`src/rtl/car_cmd_pkg.sv`:
```
// Shared command codes, executor state encoding and small helpers used by
// the car command executor.
package car_cmd_pkg;

  // Width of the shared EXEC/GAP down-counter
  localparam int unsigned CNT_W = 32;

  // Number of drive outputs towards the car
  localparam int unsigned NUM_DRIVES = 6;

  // Bit positions of each drive level inside the packed drive vector
  localparam int DRV_FWD     = 0;
  localparam int DRV_BWD     = 1;
  localparam int DRV_LEFT    = 2;
  localparam int DRV_RIGHT   = 3;
  localparam int DRV_PLACE   = 4;
  localparam int DRV_DESTROY = 5;

  // Command codes as presented on cmd_code
  typedef enum logic [2:0] {
    CMD_NOP     = 3'd0,
    CMD_FWD     = 3'd1,
    CMD_BWD     = 3'd2,
    CMD_LEFT    = 3'd3,
    CMD_RIGHT   = 3'd4,
    CMD_PLACE   = 3'd5,
    CMD_DESTROY = 3'd6,
    CMD_RSVD    = 3'd7
  } cmd_code_e;

  // Executor states
  typedef enum logic [1:0] {
    ST_IDLE = 2'd0,
    ST_EXEC = 2'd1,
    ST_GAP  = 2'd2
  } exec_state_e;

  // True for codes that drive an output (1..6); NOP and reserved are errors
  function automatic logic is_exec_cmd(cmd_code_e c);
    return (c != CMD_NOP) && (c != CMD_RSVD);
  endfunction

  // True for the two commands that a detector may cut short
  function automatic logic is_move_cmd(cmd_code_e c);
    return (c == CMD_FWD) || (c == CMD_BWD);
  endfunction

  // One-hot drive pattern for a command; all-zero for NOP/reserved
  function automatic logic [NUM_DRIVES-1:0] drive_onehot(cmd_code_e c);
    logic [NUM_DRIVES-1:0] v;
    v = '0;
    case (c)
      CMD_FWD:     v[DRV_FWD]     = 1'b1;
      CMD_BWD:     v[DRV_BWD]     = 1'b1;
      CMD_LEFT:    v[DRV_LEFT]    = 1'b1;
      CMD_RIGHT:   v[DRV_RIGHT]   = 1'b1;
      CMD_PLACE:   v[DRV_PLACE]   = 1'b1;
      CMD_DESTROY: v[DRV_DESTROY] = 1'b1;
      default:     v = '0;
    endcase
    return v;
  endfunction

  // Counter load value for a duration in cycles; a duration of 0 behaves as 1
  function automatic logic [CNT_W-1:0] load_value(int unsigned cycles);
    logic [CNT_W-1:0] v;
    if (cycles == 0) begin
      v = '0;
    end else begin
      v = cycles - 32'd1;
    end
    return v;
  endfunction

endpackage

```
`src/rtl/sync_2ff.sv`:
```
// Two-flop synchronizer for a single asynchronous level input.
module sync_2ff (
  input  logic clk,
  input  logic rst_n,
  input  logic i_async,
  output logic o_sync
);

  logic r_meta;
  logic r_sync;

  // Shift the asynchronous level through two flops to settle metastability
  always_ff @(posedge clk or negedge rst_n) begin
    if (!rst_n) begin
      r_meta <= 1'b0;
      r_sync <= 1'b0;
    end else begin
      r_meta <= i_async;
      r_sync <= r_meta;
    end
  end

  assign o_sync = r_sync;

endmodule

```
`src/rtl/cmd_executor.sv`:
```
// Car command executor: accepts one command at a time, holds the matching
// drive output for a fixed number of cycles, then enforces a quiet gap
// before signalling completion. Moves can be cut short by obstacle detectors.
module cmd_executor
  import car_cmd_pkg::*;
#(
  parameter int unsigned MOVE_CYCLES  = 50_000_000,
  parameter int unsigned TURN_CYCLES  = 25_000_000,
  parameter int unsigned PULSE_CYCLES = 5_000_000,
  parameter int unsigned GAP_CYCLES   = 1_000_000
) (
  input  logic       clk,
  input  logic       rst_n,
  input  logic       cmd_valid,
  input  logic [2:0] cmd_code,
  output logic       cmd_ready,
  output logic       cmd_done,
  output logic       cmd_abort,
  output logic       cmd_err,
  input  logic       front_detector,
  input  logic       back_detector,
  output logic       move_forward_signal,
  output logic       move_backward_signal,
  output logic       turn_left_signal,
  output logic       turn_right_signal,
  output logic       place_barrier_signal,
  output logic       destroy_barrier_signal
);

  // Counter preload values (duration - 1, with a zero duration acting as 1)
  localparam logic [CNT_W-1:0] MOVE_LOAD  = load_value(MOVE_CYCLES);
  localparam logic [CNT_W-1:0] TURN_LOAD  = load_value(TURN_CYCLES);
  localparam logic [CNT_W-1:0] PULSE_LOAD = load_value(PULSE_CYCLES);
  localparam logic [CNT_W-1:0] GAP_LOAD   = load_value(GAP_CYCLES);

  // Index of each detector in the synchronizer bank
  localparam int DET_FRONT = 0;
  localparam int DET_BACK  = 1;
  localparam int NUM_DET   = 2;

  // Registered state
  exec_state_e           r_state;
  cmd_code_e             r_cmd;
  logic [CNT_W-1:0]      r_cnt;
  logic [NUM_DRIVES-1:0] r_drive;
  logic                  r_done;
  logic                  r_abort;
  logic                  r_err;

  // Next-state values
  exec_state_e           w_state_next;
  cmd_code_e             w_cmd_next;
  logic [CNT_W-1:0]      w_cnt_next;
  logic [NUM_DRIVES-1:0] w_drive_next;
  logic                  w_done_next;
  logic                  w_abort_next;
  logic                  w_err_next;

  // Decoded conditions
  cmd_code_e             w_code_in;
  logic                  w_accept;
  logic                  w_accept_exec;
  logic                  w_cnt_zero;
  logic                  w_abort_cond;
  logic [NUM_DET-1:0]    w_det_async;
  logic [NUM_DET-1:0]    w_det_sync;

  // Counter preload for the EXEC phase of a given command
  function automatic logic [CNT_W-1:0] exec_load(cmd_code_e c);
    logic [CNT_W-1:0] v;
    case (c)
      CMD_FWD, CMD_BWD:     v = MOVE_LOAD;
      CMD_LEFT, CMD_RIGHT:  v = TURN_LOAD;
      default:              v = PULSE_LOAD;
    endcase
    return v;
  endfunction

  // ---------------------------------------------------------------------
  // Detector synchronizers, one per obstacle input
  // ---------------------------------------------------------------------
  assign w_det_async[DET_FRONT] = front_detector;
  assign w_det_async[DET_BACK]  = back_detector;

  genvar gi;
  generate
    for (gi = 0; gi < NUM_DET; gi++) begin : g_det_sync
      sync_2ff u_sync (
        .clk     (clk),
        .rst_n   (rst_n),
        .i_async (w_det_async[gi]),
        .o_sync  (w_det_sync[gi])
      );
    end
  endgenerate

  // ---------------------------------------------------------------------
  // Decoded conditions shared by the next-state and output logic
  // ---------------------------------------------------------------------
  assign w_code_in     = cmd_code_e'(cmd_code);
  assign w_accept      = cmd_valid && (r_state == ST_IDLE);
  assign w_accept_exec = w_accept && is_exec_cmd(w_code_in);
  assign w_cnt_zero    = (r_cnt == '0);

  // A detector only matters while the matching move is being driven
  assign w_abort_cond  = (r_state == ST_EXEC) &&
                         (((r_cmd == CMD_FWD) && w_det_sync[DET_FRONT]) ||
                          ((r_cmd == CMD_BWD) && w_det_sync[DET_BACK]));

  // ---------------------------------------------------------------------
  // State register: all executor state, outputs registered here as well
  // ---------------------------------------------------------------------
  always_ff @(posedge clk or negedge rst_n) begin
    if (!rst_n) begin
      r_state <= ST_IDLE;
      r_cmd   <= CMD_NOP;
      r_cnt   <= '0;
      r_drive <= '0;
      r_done  <= 1'b0;
      r_abort <= 1'b0;
      r_err   <= 1'b0;
    end else begin
      r_state <= w_state_next;
      r_cmd   <= w_cmd_next;
      r_cnt   <= w_cnt_next;
      r_drive <= w_drive_next;
      r_done  <= w_done_next;
      r_abort <= w_abort_next;
      r_err   <= w_err_next;
    end
  end

  // ---------------------------------------------------------------------
  // Next-state logic
  // ---------------------------------------------------------------------
  always_comb begin
    w_state_next = r_state;
    case (r_state)
      ST_IDLE: begin
        // NOP/reserved are answered in place and never leave IDLE
        if (w_accept_exec) begin
          w_state_next = ST_EXEC;
        end
      end
      ST_EXEC: begin
        if (w_abort_cond || w_cnt_zero) begin
          w_state_next = ST_GAP;
        end
      end
      ST_GAP: begin
        if (w_cnt_zero) begin
          w_state_next = ST_IDLE;
        end
      end
      default: w_state_next = ST_IDLE;
    endcase
  end

  // ---------------------------------------------------------------------
  // Output logic: counter, latched command, drive levels and status pulses
  // ---------------------------------------------------------------------
  always_comb begin
    w_cmd_next   = r_cmd;
    w_cnt_next   = r_cnt;
    w_drive_next = '0;
    w_done_next  = 1'b0;
    w_abort_next = 1'b0;
    w_err_next   = 1'b0;
    case (r_state)
      ST_IDLE: begin
        if (w_accept) begin
          w_cmd_next = w_code_in;
          if (w_accept_exec) begin
            w_cnt_next   = exec_load(w_code_in);
            w_drive_next = drive_onehot(w_code_in);
          end else begin
            w_err_next  = 1'b1;
            w_done_next = 1'b1;
          end
        end
      end
      ST_EXEC: begin
        if (w_abort_cond) begin
          // Drop the drive immediately and still serve the full gap
          w_abort_next = 1'b1;
          w_cnt_next   = GAP_LOAD;
        end else if (w_cnt_zero) begin
          w_cnt_next = GAP_LOAD;
        end else begin
          w_cnt_next   = r_cnt - 1'b1;
          w_drive_next = r_drive;
        end
      end
      ST_GAP: begin
        if (w_cnt_zero) begin
          w_done_next = 1'b1;
        end else begin
          w_cnt_next = r_cnt - 1'b1;
        end
      end
      default: begin
        w_cnt_next = '0;
      end
    endcase
  end

  // ---------------------------------------------------------------------
  // Port mapping
  // ---------------------------------------------------------------------
  assign cmd_ready              = (r_state == ST_IDLE);
  assign cmd_done               = r_done;
  assign cmd_abort              = r_abort;
  assign cmd_err                = r_err;
  assign move_forward_signal    = r_drive[DRV_FWD];
  assign move_backward_signal   = r_drive[DRV_BWD];
  assign turn_left_signal       = r_drive[DRV_LEFT];
  assign turn_right_signal      = r_drive[DRV_RIGHT];
  assign place_barrier_signal   = r_drive[DRV_PLACE];
  assign destroy_barrier_signal = r_drive[DRV_DESTROY];

endmodule

```
`config.mk`:
```
export PLATFORM = sky130hd
export DESIGN_NAME = cmd_executor
export DESIGN_NICKNAME = d
export VERILOG_FILES = /design/src/rtl/car_cmd_pkg.sv /design/src/rtl/sync_2ff.sv /design/src/rtl/cmd_executor.sv
export SDC_FILE = /design/constraint.sdc
export NUM_CORES = 1
export LEC_CHECK = 0
export ABC_AREA = 1
export CAP_MARGIN = 20
export CORE_UTILIZATION = 45
export DETAILED_ROUTE_END_ITERATION = 16
export HOLD_SLACK_MARGIN = 0.02
export PLACE_DENSITY = 0.7
export SLEW_MARGIN = 20
export SYNTH_ARGS = -nofsm -noshare
export SYNTH_HDL_FRONTEND = slang
export SYNTH_SLANG_ARGS = --single-unit
```
`constraint.sdc`:
```
create_clock -name clk -period 1.72 [get_ports clk]
set_input_delay 0.172 -clock clk [delete_from_list [all_inputs] [get_ports clk]]
set_output_delay 0.172 -clock clk [all_outputs]
set_load 0.005 [all_outputs]
```
==> metrics, run 1 <==
worst setup margin=-0.00894 ns; xor/xnor share of the synthesized area=5.91%; layout cell share with drive strength beyond 1=34.7%; Syn Area/Cell=7.67 µm²; fmax=around 580 MHz; PwrDens=between 1500 and 2000 mW/mm²; Chip Width=87.1 µm; Worst R2R Setup Slack=-0.009 ns; GPL Wtd Cong=0.975; clk sink count=50; DRC=0; crit path max fanout=7; CTS tree=done; Die Ht=87.1 µm; Seq pwr share=roughly 28%; grt ovf=0; max cap viols=0; largest net degree at the start of global routing=between 50 and 60; CP arrival=1.97 ns; # rows=30; clock buffer depth=2; IO Pins=18; Pleak=around 2.0 nW; number of global-route vias before repair=about 3000; Worst Tran Pin Value=between 0.6 and 0.7 ns; number of warnings issued by yosys=0; Yosys reg bits=50; WL per Instance=14.7 µm; Ant. Diodes=0; RR Endpoint=r_cnt[8]; main combinational cell family by area after synthesis=simple AND/OR/NAND/NOR gates; fin nets=530; worst vdd ir=1.37 mV; Hold WC Path Type=in -> reg; hold path depth=1; most frequent cells in the layout=nand2_1, buf_4, inv_1; clk slew on worst S/H paths=~0.10 ns; Final Max Slew Viols=0; Core Util, Final=62.6%; WHS Endpoint=g_det_sync[1].u_sync.r_meta; Tmin final=approximately 1.7 ns; Starting Density=47.2%; worst hold start=back_detector; Tcrit/Tclk final=101%; Worst-Skew Late Latency=0.31 ns; sequential fraction of the synthesis area=38.4%; Final Skew=about 0.0049 ns; R2R Path Start=r_cnt[26]; switching share of power=48.1%; die area=around 0.0076 mm²; CTS buffer count=5; via count=3121; mux cell area share after synthesis=0%; worst r2r path cells=10; WS Path Type=reg -> reg; IO Port Bufs=17; core area=0.00691 mm²; Clk pwr share=10.5%; ANT nets after route=0; cells after synthesis=between 400 and 500; Power Total=0.00698 W; Synth Area in Compound Gates=12.2%; Via density=5.06; commonest non-fill, non-tap cell in the layout=nand2_1; Cell Area, Synth=around 0.0033 mm²; worst rel slew slack=55.8%; HPWL after DPL=6810 µm; Pint=0.00362 W; synthesis-to-layout area growth=32.8%; worst slack, placed=-0.131 ns; part of the power in combinational logic=61.3%; Final Hold Viols=0; GRT Overall Usage=between 20 and 30%; # H-tree levels=2; CP startpoint kind=register; first-pass GRT wire length=approximately 15000 µm; DR iter-0 viols=238; final setup fails=2; status=finished with violations; initial antenna violation count=0; Syn Nets=435; WHS=approximately 0.30 ns; RSZ-0062 raised after global routing=true; fill cell count=614; clock root buffer=clkbuf_8; Worst Setup End Kind=register; Synth Area in Simple Gates=34.6%; DRT Wirelength=9050 µm; Switch Pwr=0.00336 W; Pre-Repair DR Iteration Count=4; failing checks=negative setup slack; Post-Synth Adder-Cell Area=0.768%; CP Data Required Time=1.96 ns; Distinct cells, synth=38
==> power by group through the flow <==
stage	Clock, W	Combinational [W]	Sequential [W]
CTS	0.000759	0.00394	0.00189
finish	0.000735	0.00428	0.00197
global route	0.000800	0.00471	0.00200
detailed placement	0	0.00381	0.00191
floorplan	0	0.00246	0.00186
global placement	0	0.00376	0.00190
==> cells in the mapped netlist <==
cell type  count  share of area (%)
o41ai_1        1               0.27
a21oi_1        7                1.1
buf_12         1               0.61
nand3_1       21                3.2
nor2_1        65                7.5
ha_1           2               0.77
inv_6          1               0.27
nand4_2        1               0.38
nand2_1      108                 12
clkinv_4       1               0.27
a21boi_0       1               0.23
inv_2          6               0.69
o32ai_1        1               0.27
o211ai_2       2               0.77
nand3_4        2                1.1
nor3_2         1               0.31
o21ai_2        7                1.9
inv_1         49                5.6
dfrtp_1       50                 38
xnor2_1        3               0.81
o21bai_1       1               0.23
nand2_8        1               0.61
and2_1         1               0.19
o21ai_0       20                3.1
o21ai_1        2               0.31
buf_6          2               0.69
nand2_4        5                1.7
nor2_2         8                1.5
o22ai_2        4                1.5
nand4_1        7                1.3
a21oi_2        5                1.3
a21o_1         1               0.23
nor2_4         8                2.8
o21bai_4       1               0.58
nor3_1         2               0.31
nand2_2        6                1.2
xor2_1        19                5.1
o22ai_1        2               0.38
==> cells by family (layout without fill, tap and decap cells) <==
kind of cell | after synthesis | count (layout)
xor gates and xnor gates | 22 | 22
buffers and inverters | 60 | 155
DFF | 50 | 50
AOI/OAI and AO/OA | 55 | 55
adders and majority gates | 2 | 2
and+or+nand+nor | 236 | 237
==> repair_timing <==
action / 4_1_cts / 5_1_grt
endpoints found under the setup margin: 18 / 35
endpoints found under the hold margin: 50 / 0
hold buffers: 1 / 0
cloned: 1 / 0
resized for setup: 4 / 53
buffers inserted: 4 / 6
pin swaps: 3 / 5
==> worst max-delay path, stage by stage, from the launching register on <==
cell	delay [ns]
dfrtp_1	0.41
nor2_1	0.16
nand2_1	0.11
nor2_2	0.16
nand2_2	0.09
nor2_4	0.15
nand2_4	0.11
buf_4	0.17
nand2_4	0.13
nand2_1	0.09
o211ai_2	0.07
==> worst max-delay path by stage <==
stage / cells past startpoint / to / startpoint / slack (ns)
2_1_floorplan: 10 / r_cnt[18] / r_cnt[0] / 0.13
3_3_place_gp: 9 / r_cnt[12] / cmd_code[0] / -0.05
3_5_place_dp: 9 / r_cnt[12] / cmd_code[0] / -0.13
4_1_cts: 12 / r_cnt[10] / r_cnt[0] / -0.003
5_1_grt: 10 / r_cnt[6] / r_cnt[6] / -0.08
6_report: 10 / r_cnt[8] / r_cnt[26] / -0.009
==> through the flow <==
stage	TNS (ns)	area [µm²]	instances
2_1_floorplan	0	3260	425
3_3_place_gp	-0.303	3980	597
3_5_place_dp	-1.85	3980	597
4_1_cts	-0.00254	4140	611
5_1_grt	-0.908	4330	617
6_report	-0.0102	4330	617
==> state kept, by name, summed over array words and instances, names as in the netlist <==
name,cells
cmd_abort,1
cmd_err,1
g_det_sync.u_sync.r_meta,2
r_state,2
cmd_done,1
g_det_sync.u_sync.o_sync,2
r_drive,6
r_cmd,3
r_cnt,32
==> routing by layer <==
metal	global-route usage, %	vias up	part of all wire [%]	wire length (µm)
met2	40.0	101	46	4120
met1	35.6	1461	45	4060
li1	-	1537	-	-
met5	0	-	0	0
met4	11.0	0	3.6	326
met3	3.79	22	6.0	539
==> final cells by class <==
type,instances,area (µm²),share of cell area [%]
clock buffer,5,68.8,1.59
clock inverter,3,25.0,0.578
inverter,57,236,5.47
multi-input combinational,316,1880,43.4
sequential,50,1260,29.1
tap,96,120,2.78
timing repair buffer,90,736,17.0
Note: power is estimated with default switching activity, not from simulation.
==> inputs of run 2 (changes only) <==
CELL_PAD_IN_SITES_DETAIL_PLACEMENT = 1   (was unset)
CELL_PAD_IN_SITES_GLOBAL_PLACEMENT = 1   (was unset)
PLACE_DENSITY = 0.87   (was 0.7)
==> metrics, run 2 (synthesis gave the netlist of run 1 again) <==
RR Endpoint=r_cnt[31]; CP startpoint kind=register; clock root buffer=clkbuf_8; Chip Width=87.1 µm; Worst Tran Pin Value=about 0.66 ns; GPL Wtd Cong=0.886; most frequent cells in the layout=nand2_1, buf_4, inv_1; via count=4116; CP arrival=2.35 ns; largest net degree at the start of global routing=29; worst rel slew slack=between 50% and 60%; max reg flops=32; fill cell count=810; grt ovf=0; Tcrit/Tclk final=123%; Clk pwr share=9.5%; RSZ-0062 raised after global routing=true; met1 usage=between 40% and 50%; core area=around 0.0069 mm²; Final Hold Viols=0; register area=roughly 0.0013 mm²; clk slew on worst S/H paths=0.10 ns; synthesis-to-layout area growth=50.1%; met2 Resource Use GR=70.8%; Power Total=just under 0.01 W; fin nets=554; Core Util, Final=between 70% and 80%; Ant. Diodes=0; layout cell share with drive strength beyond 1=50.8%; IO Pins=18; Die Ht=87.1 µm; PwrDens=1970 mW/mm²; Most Used Layer, Global Route=met2; HPWL after DPL=9270 µm; part of the power in combinational logic=68.1%; Pint=0.00440 W; hold path depth=1; IO Port Bufs=17; worst vdd ir=1.09 mV; CP Data Required Time=1.96 ns; Worst R2R Setup Slack=-0.39 ns; DRT Wirelength=18900 µm; Worst Setup End Kind=register; Tmin final=2.11 ns; GRT Overall Usage=41.5%; commonest non-fill, non-tap cell in the layout=nand2_1; met3 Track Usage GR=9.00%; Final Skew=0.0202 ns; WHS Endpoint=g_det_sync[1].u_sync.r_meta; DR iter-0 viols=454; Via density=6.42; CTS buffer count=5; number of global-route vias before repair=slightly above 4000; die area=0.00758 mm²; Top reg by flops=r_cnt; first-pass GRT wire length=22800 µm; WL per Instance=~29 µm; worst r2r path cells=9; worst setup margin=-0.392 ns; clock buffer depth=2; Final Max Slew Viols=0; R2R Path Start=r_cnt[14]; max cap viols=0; ANT nets after route=0; # H-tree levels=2; fmax=473 MHz; crit path max fanout=4; # rows=30; switching share of power=between 50% and 60%; Largest regs=r_cnt x32, r_drive x6, r_cmd x3; initial antenna violation count=0; failing checks=negative setup slack; status=finished with violations; final setup fails=40; clk sink count=50; Worst-Skew Late Latency=0.34 ns; DRC=0; Hold WC Path Type=in -> reg; Seq pwr share=roughly 22%; Switch Pwr=0.00526 W; multi-input logic area=0.00218 mm²; Starting Density=roughly 47%; Pleak=about 2.2 nW; CTS tree=done; worst hold start=back_detector; Pre-Repair DR Iteration Count=5; WS Path Type=reg -> reg
run 2: power by group through the flow:
stage	Clock, W	Sequential, W	Combinational, W
global placement	0	0.00189	0.00397
CTS	0.000879	0.00198	0.00474
floorplan	0	0.00186	0.00246
detailed placement	0	0.00192	0.00423
global route	0.000957	0.00217	0.00673
finish	0.000916	0.00217	0.00657
run 2: per-layer routing:
layer  up-vias  share of wire [%]
met3       176                9.3
li1       1585                  -
met2       358                 46
met4         2                 10
met1      1995                 34
met5         -               0.21
run 2: area by class of cell:
class / instances / area share (%)
clock buffer: 5 / 1.41
clock inverter: 3 / 0.819
inverter: 57 / 5.04
multi-input combinational: 316 / 44.6
sequential: 50 / 26.0
tap: 96 / 2.46
timing repair buffer: 113 / 19.4
timing repair inverter: 1 / 0.333
run 2: per-stage QoR:
stage	instances	setup WS [ns]	setup TNS [ns]	instance area [µm²]	hold slack, ns
2_1_floorplan	425	0.129	0	3260	-0.124
3_3_place_gp	604	-0.0906	-1.22	4060	0.201
3_5_place_dp	604	-0.211	-3.67	4060	0.206
4_1_cts	624	-0.0302	-0.118	4420	0.275
5_1_grt	641	-0.544	-8.82	4890	0.263
6_report	641	-0.392	-7.15	4890	0.270
run 2: worst max-delay path by stage:
stage                startpoint         to  slack [ns]  depth (start not counted)
floorplan              r_cnt[0]  r_cnt[18]        0.13                         10
global placement    cmd_code[0]  r_cnt[25]       -0.09                         10
finish                r_cnt[14]  r_cnt[31]       -0.39                          9
CTS                   r_cnt[10]  r_cnt[31]       -0.03                         11
detailed placement     r_cnt[1]  r_cnt[31]       -0.21                         11
global route          r_cnt[14]  r_cnt[31]       -0.54                          9
run 2: worst max-delay path: stages, from the launching register on:
cell	delay, ns
dfrtp_1	0.51
nor2_2	0.22
nand2_1	0.15
nor3_2	0.30
nand2_1	0.21
nor2_4	0.18
nand3_1	0.11
nand2_1	0.10
nand2_1	0.08
nor2_2	0.17
run 2: repair_timing:
action                                  in CTS  in global routing
resized for setup                           58                113
gates cloned                                 1                  1
hold buffers                                 1                  0
pin swaps                                   14                 30
endpoints found under the setup margin      34                 41
buffers inserted                            11                 16
hold endpoints to repair                    22                  0
==> inputs of run 3 (changes only) <==
CORE_UTILIZATION = 30   (was 45)
PLACE_DENSITY = 0.64   (was 0.87)
==> metrics, run 3 (synthesis gave the netlist of run 1 again) <==
# H-tree levels=2; Top reg by flops=r_cnt; HPWL after DPL=8780 µm; GPL Wtd Cong=0.953; Final Skew=between 0.01 and 0.015 ns; clock buffer depth=2; Worst R2R Setup Slack=-0.006 ns; Worst-Skew Late Latency=0.32 ns; PwrDens=1680 mW/mm²; Pleak=2.24 nW; synthesis-to-layout area growth=45.2%; clk sink count=50; worst r2r path cells=11; clk slew on worst S/H paths=0.11 ns; fill cell count=1280; RR Endpoint=r_cnt[10]; # rows=37; max reg flops=32; Via density=approximately 4.7; most frequent cells in the layout=nand2_1, buf_4, dfrtp_1; Pre-Repair DR Iteration Count=4; worst setup margin=-0.00624 ns; initial antenna violation count=0; GRT Overall Usage=21.4%; CTS tree=done; Die Ht=~110 µm; failing checks=negative setup slack; first-pass GRT wire length=18300 µm; Final Max Slew Viols=0; WHS=0.278 ns; hold path depth=1; CTS buffer count=5; clock root buffer=clkbuf_8; fin nets=562; ANT nets after route=0; uppermost routed layer=met4; Core Util, Final=45.4%; Final Hold Viols=0; Starting Density=31.3%; grt ovf=0; Ant. Diodes=0; Tcrit/Tclk final=100%; total negative slack=-0.00624 ns; worst rel slew slack=a little over 60%; IO Port Bufs=17; DRC=0; worst hold start=back_detector; WS Path Type=reg -> reg; worst vdd ir=roughly 0.69 mV; IO Pins=18; final setup fails=1; CP Data Required Time=1.98 ns; DRT Wirelength=11600 µm; met3 wire len=163 µm; Largest regs=r_cnt x32, r_drive x6, r_cmd x3; Detail Route met2 WL=5780 µm; DR iter-0 viols=123; post-placement cell count=666; Final Instance Count excl. Fillers=688; CP startpoint kind=register; Tmin final=approximately 1.7 ns; WHS Endpoint=g_det_sync[1].u_sync.r_meta; core area=0.0104 mm²; layout cell share with drive strength beyond 1=38.9%; die area=0.0113 mm²; status=finished with violations; Worst Tran Pin Value=between 0.5 and 0.6 ns; fmax=579 MHz; Worst Setup End Kind=register; Hold WC Path Type=in -> reg; CP arrival=1.99 ns; crit path max fanout=4; Metal-1 WL=5400 µm; commonest non-fill, non-tap cell in the layout=nand2_1; RSZ-0062 raised after global routing=true; Chip Width=~110 µm; via count=around 3300; largest net degree at the start of global routing=31; number of global-route vias before repair=3528; R2R Path Start=r_cnt[0]; WL per Instance=16.8 µm; max cap viols=0
[run 3: cell types whose count changed in the layout (fill, tap and decap cells not counted), sizes merged]
cell and change:
dlymetal6s2s -1, nand2 +1, dlygate4sd2 +1, clkinv -1
buf +6, inv +1
[run 3: area by class of cell]
cell class | count | area, µm² | share of cell area, %
timing repair buffer | 119 | 976 | 20.6
tap | 136 | 170 | 3.60
timing repair inverter | 2 | 17.5 | 0.370
clock buffer | 5 | 68.8 | 1.45
clock inverter | 2 | 38.8 | 0.820
multi-input combinational | 317 | 1970 | 41.5
sequential | 50 | 1250 | 26.5
inverter | 57 | 241 | 5.10
[run 3: report_power, final]
part	internal [W]	switching [W]	leakage [nW]	total, W
sequential	0.00154	0.000352	0.633	0.00189
clock	0.000430	0.000456	0.0542	0.000886
combinational	0.00219	0.00298	1.55	0.00517
[run 3: critical path: stages, from the launching register on]
cell	delay [ns]
dfrtp_1	0.41
inv_2	0.11
ha_2	0.20
nand2_2	0.11
inv_2	0.08
nand2_1	0.08
nor2_4	0.14
buf_4	0.15
inv_1	0.04
o21bai_1	0.17
nand2_2	0.08
nor2_1	0.10
[run 3: through the flow]
stage / setup slack [ns] / power (W) / cell area [µm²]
3_5_place_dp: -0.186 / 0.00627 / 4260
6_report: -0.00624 / 0.00794 / 4730
4_1_cts: -0.0137 / 0.00748 / 4500
5_1_grt: -0.120 / 0.00851 / 4730
3_3_place_gp: -0.106 / 0.00617 / 4260
2_1_floorplan: 0.129 / 0.00433 / 3260
[run 3: layer usage]
| layer | GRT usage (%) | up-vias |
|---|---|---|
| met1 | 27.6 | 1620 |
| met4 | 7.24 | 0 |
| li1 | - | 1593 |
| met2 | 37.0 | 26 |
| met5 | 0 | - |
| met3 | 2.64 | 18 |
[run 3: repair_timing]
item / 4_1_cts / 5_1_grt
hold endpoints to repair: 20 / 0
gates resized for setup: 20 / 53
buffers inserted: 8 / 2
setup endpoints to repair: 33 / 32
pin swaps: 7 / 10
hold buffers: 1 / 0
cloned: 1 / 3
[run 3: how the worst max path moves through the flow]
stage | slack, ns | start | to | cells after the start
after floorplan | 0.13 | r_cnt[0] | r_cnt[18] | 10
after global placement | -0.11 | cmd_code[0] | r_cnt[10] | 11
after detailed placement | -0.19 | cmd_code[0] | r_cnt[10] | 11
after CTS | -0.01 | r_state[0] | r_cnt[15] | 7
after global routing | -0.12 | r_cnt[0] | r_cnt[16] | 12
final | -0.006 | r_cnt[0] | r_cnt[10] | 11
